<file path="config.mk">
export PLATFORM = sky130hd
export DESIGN_NAME = fadd_arbiter
export DESIGN_NICKNAME = d
export VERILOG_FILES = /design/src/rtl/fpu_pkg.sv /design/src/rtl/tag_fifo.sv /design/src/rtl/fadd_arbiter.sv
export SDC_FILE = /design/constraint.sdc
export NUM_CORES = 1
export LEC_CHECK = 0
export BUFFER_PORTS_ARGS = -buffer_cell sky130_fd_sc_hd__buf_4
export CAP_MARGIN = 20
export CORE_AREA = 2 2 157 159
export CTS_CLUSTER_DIAMETER = 80
export CTS_CLUSTER_SIZE = 30
export DETAILED_ROUTE_END_ITERATION = 10
export DIE_AREA = 0 0 159 161
export GPL_TIMING_DRIVEN = 0
export PLACE_DENSITY = 0.51
export SYNTH_ARGS = -nofsm -noshare
export SYNTH_HDL_FRONTEND = slang
export SYNTH_SLANG_ARGS = --single-unit
</file>
<file path="constraint.sdc">
create_clock -name clk -period 2.8 [get_ports clk]
set_input_delay 0 -clock clk [delete_from_list [all_inputs] [get_ports clk]]
set_output_delay 0 -clock clk [all_outputs]
set_load 0.01 [all_outputs]
</file>
<file path="src/rtl/fpu_pkg.sv">
// fpu_pkg: shared FPU operand width and one-hot helper
package fpu_pkg;
  localparam int FP_W = 32;
  localparam int OH_W = 32;
  function automatic logic [OH_W-1:0] onehot(input int idx, input int n);
    return (idx >= 0 && idx < n) ? OH_W'(1) << idx : '0;
  endfunction
endpackage

</file>
<file path="src/rtl/tag_fifo.sv">
// tag_fifo: in-order FIFO of small owner tags for in-flight pipelined operations
// clk, reset         : clock, synchronous active-high reset (empties the FIFO)
// push, push_tag     : enqueue a tag (caller pops in the same cycle when full)
// pop, head_tag      : dequeue the oldest tag; head_tag shows it combinationally
// count, full, empty : occupancy
module tag_fifo #(
  parameter int DEPTH = 8,
  parameter int TW = 2,
  localparam int PW = DEPTH > 1 ? $clog2(DEPTH) : 1,
  localparam int CW = $clog2(DEPTH + 1)
) (
  input  logic          clk,
  input  logic          reset,
  input  logic          push,
  input  logic [TW-1:0] push_tag,
  input  logic          pop,
  output logic [TW-1:0] head_tag,
  output logic [CW-1:0] count,
  output logic          full,
  output logic          empty
);
  localparam logic [PW-1:0] LAST = PW'(DEPTH - 1);
  logic [TW-1:0] mem [DEPTH];
  logic [PW-1:0] rd_ptr, wr_ptr;
  assign head_tag = mem[rd_ptr];
  assign full = count == CW'(DEPTH);
  assign empty = count == '0;
  always_ff @(posedge clk) begin
    if (reset) begin
      rd_ptr <= '0;
      wr_ptr <= '0;
      count <= '0;
    end else begin
      if (push) wr_ptr <= wr_ptr == LAST ? '0 : wr_ptr + PW'(1);
      if (pop) rd_ptr <= rd_ptr == LAST ? '0 : rd_ptr + PW'(1);
      if (push != pop) count <= push ? count + CW'(1) : count - CW'(1);
    end
  end
  always_ff @(posedge clk) if (push) mem[wr_ptr] <= push_tag;
endmodule

</file>
<file path="src/rtl/fadd_arbiter.sv">
// fadd_arbiter: round-robin sharing of one in-order pipelined fadd among NREQ requesters
// req_valid/req_op1/req_op2/req_ready : per-requester operand handshake (one-hot grant)
// fu_op1/fu_op2/fu_issue              : operands to the fadd unit
// fu_done/fu_result                   : in-order results from the fadd unit
// res_valid/res_data                  : one-hot result routing back to the issuer
// err_orphan                          : sticky flag for a result with nothing in flight
module fadd_arbiter
  import fpu_pkg::*;
#(
  parameter int NREQ = 4,
  parameter int DEPTH = 8,
  parameter int W = FP_W
) (
  input  logic              clk,
  input  logic              reset,
  input  logic [NREQ-1:0]   req_valid,
  input  logic [NREQ*W-1:0] req_op1,
  input  logic [NREQ*W-1:0] req_op2,
  output logic [NREQ-1:0]   req_ready,
  output logic [W-1:0]      fu_op1,
  output logic [W-1:0]      fu_op2,
  output logic              fu_issue,
  input  logic              fu_done,
  input  logic [W-1:0]      fu_result,
  output logic [NREQ-1:0]   res_valid,
  output logic [W-1:0]      res_data,
  output logic              err_orphan
);
  localparam int IW = $clog2(NREQ);
  localparam int CW = $clog2(DEPTH + 1);
  localparam logic [IW:0] NR = NREQ[IW:0];
  localparam logic [IW-1:0] LAST = IW'(NREQ - 1);
  logic [IW-1:0] rr_ptr, off, win, head_tag;
  logic [IW:0] sum;
  logic [2*NREQ-1:0] dbl;
  logic [NREQ-1:0] rot;
  logic [CW-1:0] count;
  logic full, empty, found, grant, pop;
  // rot[k] is requester (rr_ptr+k) mod NREQ, so the lowest set bit is the round-robin winner
  assign dbl = {req_valid, req_valid} >> rr_ptr;
  assign rot = dbl[NREQ-1:0];
  always_comb begin
    found = 1'b0;
    off = '0;
    for (int k = NREQ - 1; k >= 0; k--) if (rot[k]) begin found = 1'b1; off = IW'(k); end
  end
  assign sum = {1'b0, rr_ptr} + {1'b0, off};
  assign win = sum >= NR ? IW'(sum - NR) : sum[IW-1:0];
  // a full FIFO that pops this cycle still has room for the new tag
  assign grant = found && (!full || fu_done) && !reset;
  assign req_ready = grant ? NREQ'(onehot(int'(win), NREQ)) : '0;
  assign fu_issue = grant;
  assign fu_op1 = grant ? req_op1[win*W +: W] : '0;
  assign fu_op2 = grant ? req_op2[win*W +: W] : '0;
  assign pop = fu_done && !empty && !reset;
  assign res_valid = pop ? NREQ'(onehot(int'(head_tag), NREQ)) : '0;
  assign res_data = reset ? '0 : fu_result;
  always_ff @(posedge clk) begin
    if (reset) begin
      rr_ptr <= '0;
      err_orphan <= 1'b0;
    end else begin
      if (grant) rr_ptr <= win == LAST ? '0 : win + IW'(1);
      if (fu_done && count == '0) err_orphan <= 1'b1;
    end
  end
  tag_fifo #(.DEPTH(DEPTH), .TW(IW)) u_fifo (
    .clk(clk),
    .reset(reset),
    .push(grant),
    .push_tag(win),
    .pop(pop),
    .head_tag(head_tag),
    .count(count),
    .full(full),
    .empty(empty)
  );
endmodule
</file>
==> impl_metrics.toml, run 1 <==
[yosys]
synthSimpleGateAreaFrac_pct = 20.6
syn_area_per_cell_um2 = 9.66
ys.flop_type = "edfxtp_1"
ys_ff_latch = 32
synthMuxAreaShare_pct = 15.3
syn_nets = 808
synth_edf_count = 16
ys_async_sr_fraction_pct = 0
synthDistinctLibCells = 45
synthAdderAreaFrac_pct = 3.26
yosysWarnings = 0
synth_compound_area_share_pct = 36.5
seq_area_frac_synth_pct = 16.5
synth_top_family_by_area = "compound AO/OA/AOI/OAI gates"
synth_area_um2 = 4840
postSynthCellCount = 501
synth-xor-area-share_pct = 0.543

[sta]
fin_crit_sh_pct = 99.2
finalCriticalPeriod_ns = 2.78
max_freq_mhz = 360
setup_viol = 0
drv_slew = 0
hold_viol = 0
tightestPinTransition_ns = 0.933
finalWorstSetupSlack_ns = 0.0234
slew_headroom_pct = 37.8
fin_skew_ns = 0.00587
rsz0062_at_grt = "yes"

[finish]
stdcell_count = 1250
final_cell_mix = "buf_4 (409), nor2b_1 (97), mux2i_1 (60), a211oi_2 (48), a2111oi_2 (45)"
layout-drive-gt1-share_pct = 64.8
mostFrequentLayoutCell = "buf_4"
design_area_um2 = 9160
multiInputGateArea_um2 = 4040
nFillCells = 2503
seq_area_um2 = 805
fin_nets = 1230
area_growth_pct = 89.2

[pwr]
p_sw_share_pct = 48.6
p_total_w = 0.0103
p_sw_w = 0.00502
p_clk_share_pct = 5.2
share_comb_of_total_power_pct = 87.3
internal_power_w = 0.00530
p_leak_nw = 3.94
powerDensity_nw_per_um2 = 1130
irDropWorstVdd_v = 0.000567
seq_power_share_pct = 7.5

[status]
outcome = "complete, no violations"

[clock_tree]
clockRootBuffer = "clkbuf_16"
clk_path_buf_depth = 2
cts_tree = "built"
htree_levels = 2
cts_num_sinks = 32
path_clk_slew_ns = 0.05
numCtsBuffers = 5
clock_latency_ns = 0.27

[min_path]
min_path_type = "in -> reg"

[global_route]
grt-ovfl-total = 0
grt_max_degree = 20
grt_pass1_vias = 6062
grt_usage_pct = 18.7
antenna_found_initial = 3
grt_pass1_wl_um = 36900

[critical_path]
regToRegSetupSlack_ns = 0.18
worstPathArrival_ns = 2.78
critical-path-max-stage-delay_ns = 0.35
setup.worst_path.class = "reg -> out"
cp_top_family = "buffers and inverters"
critPathMaxFanout = 7
required_ns = 2.80
crit_path_start_kind = "register"
cp_cell_sequence = "buf_8 > o311a_1 > o21ai_2 > ha_4 > xor2_2 > a21oi_2 > buf_6 > or2_4 > buf_12 > buf_12 > buf_6 > a211oi_2 > buf_4"
cp-end-kind = "output port"
cp_slowest_cell = "dfxtp_4"
path_buf_inv = 6

[floorplan]
num_rows = 57
start_util_pct = 20.2
die_w_um = 159
dieArea_um2 = 25600
core_um2 = 24000
die_y_um = 161
ios = 401

[placement]
io_buffers = 400
place.gp.congestion = 0.859
dp.final_hpwl_um = 20700
post-place-cells = 1225
place_ws_ns = -1.13
place_area_um2 = 8250

[flow_run]
cap_viol_max_count = 0

[drt]
drt-total-wl_um = 25800
drcViolationCount = 0
ant_nets = 0
vias = 5727
drtIter0Drc = 184
vias_per_cell = 4.58
dr.pass1.iters = 4
wire_per_inst_um = 20.6
[synth_stat cells (all sizes together), types with 2 or more instances]
| master | instances | area share, % |
|---|---|---|
| a2111oi | 64 | 19 |
| a211oi | 65 | 14 |
| a21o | 3 | 0.47 |
| a21oi | 9 | 1.0 |
| a31oi | 4 | 0.52 |
| and2 | 4 | 0.52 |
| buf | 25 | 4.2 |
| clkbuf | 34 | 2.7 |
| dfxtp | 16 | 6.6 |
| edfxtp | 16 | 9.9 |
| ha | 11 | 2.8 |
| inv | 5 | 0.39 |
| mux2i | 65 | 13 |
| mux4 | 4 | 1.9 |
| nand2 | 14 | 1.1 |
| nand3 | 4 | 0.41 |
| nand3b | 7 | 1.1 |
| nor2 | 18 | 1.4 |
| nor2b | 97 | 13 |
| nor3 | 7 | 0.72 |
| nor3b | 5 | 0.78 |
| nor4 | 3 | 0.39 |
| nor4b | 3 | 0.54 |
| o21ai | 2 | 0.21 |
| or2 | 2 | 0.31 |
| or3 | 2 | 0.26 |
| xnor2 | 2 | 0.36 |
[worst reg2reg max path, cell delays in order (launching register included)]
cell     delay, ns
dfxtp_4       0.35
buf_8         0.12
o311a_1       0.30
o21ai_2       0.17
ha_4          0.16
xor2_2        0.17
a21oi_2       0.06
buf_6         0.16
or2_4         0.28
buf_8         0.18
ha_1          0.22
nor3_1        0.17
a21oi_1       0.06
nor2_1        0.14
[path summary, 6_finish.rpt]
check / start / endpoint / cells past startpoint
worst min register to register: u_fifo.count[3] / u_fifo.count[3] / 2
worst max register to register: rr_ptr[0] / rr_ptr[0] / 13
worst max-delay path: rr_ptr[0] / fu_op1[15] / 13
worst min-delay path: reset / register / 4
[state kept, by name (all words and copies together) (netlist names), named ones only]
name / flops
u_fifo.count: 4
u_fifo.wr_ptr: 3
u_fifo.rd_ptr: 3
err_orphan: 1
rr_ptr: 2
u_fifo.mem: 16
[kinds of logic after synthesis]
group / Yosys count
multiplexers: 69
buffers and inverters: 65
XOR/XNOR: 3
adder cells (fa/ha/maj): 12
AO/OA/AOI/OAI: 151
AND/OR/NAND/NOR: 169
flip-flops: 32
[through the flow]
step,hold slack (ns),utilization (%),setup TNS (ns)
floorplan,0.137,-,0
global placement,0.258,34.4,-66.41
detailed placement,0.264,34.4,-62.22
CTS,0.150,36.5,0
global route,0.207,38.2,-0.840
finish,0.143,38.2,0
[routing by layer]
layer	part of all wire (%)	track usage, %	wire length, µm
met5	0.050	0	13
met2	51	34.0	13300
met4	1.6	5.21	416
met3	5.6	4.42	1460
met1	41	22.1	10600
[cell type report]
class                           count  area share, %
Buffer                             58           5.64
Multi-Input combinational cell    404           44.1
Sequential cell                    32           8.79
Tap cell                          324           4.43
Antenna cell                        2         0.0547
Clock buffer                        6           1.52
Inverter                            6          0.246
Timing Repair Buffer              416           35.1
Clock inverter                      2          0.109
[power by group through the flow]
stage	sequential [W]	clock [W]	combinational, W
after floorplan	0.000749	0	0.00498
after global placement	0.000779	0	0.00763
after detailed placement	0.000777	0	0.00764
after CTS	0.000776	0.000542	0.00829
after global routing	0.000796	0.000572	0.00965
final	0.000777	0.000536	0.00900
[what timing repair did]
action	in CTS	in global routing
setup endpoints to repair	71	66
hold endpoints to repair	1	0
pin swaps	5	4
hold buffers	1	0
buffers inserted	9	1
cloned	2	3
resized for setup	63	59
Power figures use the tool's default switching activity.
==> run 2, diff against run 1 <==
MAX_ROUTING_LAYER = met4   (was not set)
==> run 2 against run 1 <==
Non-clock buffer count did not move. Sequential power barely moved. Flip-flop and latch count did not move. Final cell count barely moved. Global-route usage rose by 0.59 points. Largest cell class unchanged. Largest power group unchanged.
==> impl_metrics.toml, run 2 (same netlist as run 1, synthesis figures left out) <==
[critical_path]
setup.worst_path.class = "reg -> out"
worstPathArrival_ns = 2.78
required_ns = 2.80
critical-path-max-stage-delay_ns = 0.35
crit_path_start_kind = "register"
cp_cell_sequence = "buf_8 > o311a_1 > o21ai_2 > ha_4 > xor2_2 > a21oi_2 > buf_6 > or2_4 > buf_12 > buf_12 > a211oi_4 > buf_6"
cp-end-kind = "output port"
cp_slowest_cell = "dfxtp_4"
critPathMaxFanout = 7

[sta]
max_freq_mhz = 359
slew_headroom_pct = 37.8
fin_skew_ns = 0.00562
finalCriticalPeriod_ns = 2.78
tns_ns = 0
finalWorstSetupSlack_ns = 0.0152
setup_viol = 0
rsz0062_at_grt = "yes"
hold_viol = 0
tightestPinTransition_ns = 0.932
fin_crit_sh_pct = 99.5
drv_slew = 0
timing.hold.ws_ns = 0.146

[clock_tree]
path_clk_slew_ns = 0.05
numCtsBuffers = 5
clockRootBuffer = "clkbuf_16"
clk_path_buf_depth = 2
htree_levels = 2
clock_latency_ns = 0.27
cts_tree = "built"
cts_num_sinks = 32

[floorplan]
start_util_pct = 20.2
dieArea_um2 = 25600
ios = 401
die_y_um = 161
die_w_um = 159
num_rows = 57
core_um2 = 24000

[global_route]
grt-ovfl-total = 0
grt_pass1_wl_um = 36900
antenna_found_initial = 3
grt_usage_pct = 19.3
grt_max_degree = 20
grt_pass1_vias = 6039

[drt]
drt-total-wl_um = 25800
drcViolationCount = 0
drtIter0Drc = 195
ant_nets = 0
dr.pass1.iters = 4
wire_per_inst_um = 20.6
vias_per_cell = 4.57
vias = 5722

[finish]
stdcell_count = 1251
reg_top3 = "u_fifo.mem: 16 flops, u_fifo.count: 4 flops"
final_cell_mix = "buf_4 (409), nor2b_1 (97), mux2i_1 (59), a211oi_2 (49), a2111oi_2 (44)"
fin_nets = 1230
mostFrequentLayoutCell = "buf_4"
layout-drive-gt1-share_pct = 65.0
regMostFlops = "u_fifo.mem"
final_core_util_pct = 38.3
area_growth_pct = 89.7
largest_reg_flops = 16

[placement]
io_buffers = 400
dp.final_hpwl_um = 20700
post-place-cells = 1225
place.gp.congestion = 0.873
place_ws_ns = -1.13

[pwr]
irDropWorstVdd_v = 0.000574
powerDensity_nw_per_um2 = 1130
p_leak_nw = 3.94

[flow_run]
cap_viol_max_count = 0

[min_path]
min_path_type = "in -> reg"

[status]
outcome = "complete, no violations"
-- run 2: changes by cell type in the layout (fill, tap and decap cells not counted) --
cell       previous run  this run
a2111oi_2            45        44
a211oi_1             14        13
diode_2               2         3
mux2i_2               3         4
a2111oi_4            16        17
a211oi_2             48        49
mux2i_1              60        59
-- run 2: routing by layer --
| layer | global-route usage, % | wire length, µm | up-vias |
|---|---|---|---|
| li1 | - | - | 2795 |
| met1 | 22.7 | 10800 | 2682 |
| met2 | 33.9 | 13100 | 213 |
| met3 | 3.78 | 1280 | 32 |
| met4 | 5.21 | 541 | 0 |
| met5 | - | 0 | - |
-- run 2: timing repair --
item                                   in CTS  in global routing
setup buffers                               9                  1
setup endpoints to repair                  71                 67
cloned                                      2                  3
hold buffers                                1                  0
pin swaps                                   5                  4
endpoints found under the hold margin       1                  0
gates resized for setup                    63                 62
-- run 2: cell type report --
class	instances	area [µm²]
fillers	2505	14800
multi-input cells	404	4060
repair buffers	416	3210
flip-flops and latches	32	805
plain buffers	58	517
well taps	324	405
clock buffers	6	139
inverters	6	22.5
clock inverters	2	10.0
diodes	3	7.51
-- run 2: worst paths after layout --
kind                    start               to  slack (ns)  depth (start not counted)
min reg2reg  u_fifo.rd_ptr[1]         register        0.50                          2
max                 rr_ptr[0]       fu_op1[18]        0.02                         12
max reg2reg   u_fifo.count[0]  u_fifo.count[3]        0.18                         10
min                     reset         register        0.15                          4
-- run 2: critical path, delay by kind of cell (launching register included) --
family                   cells  cell delay (ns)
buffers and inverters        5             0.74
AND/OR/NAND/NOR              1             0.28
flip-flops                   1             0.35
adder cells (fa/ha/maj)      1             0.16
XOR/XNOR                     1             0.17
AO/OA/AOI/OAI                4             0.79
-- run 2: per-stage QoR --
step | power (W) | instance area [µm²]
CTS | 0.00961 | 8740
floorplan | 0.00573 | 4840
finish | 0.0104 | 9180
global placement | 0.00841 | 8250
global route | 0.0111 | 9180
detailed placement | 0.00842 | 8250
-- run 2: report_power, final --
part           switching (W)  total [W]  internal [W]
registers           0.000117   0.000777      0.000660
logic                0.00475    0.00906       0.00431
clock network       0.000186   0.000536      0.000350
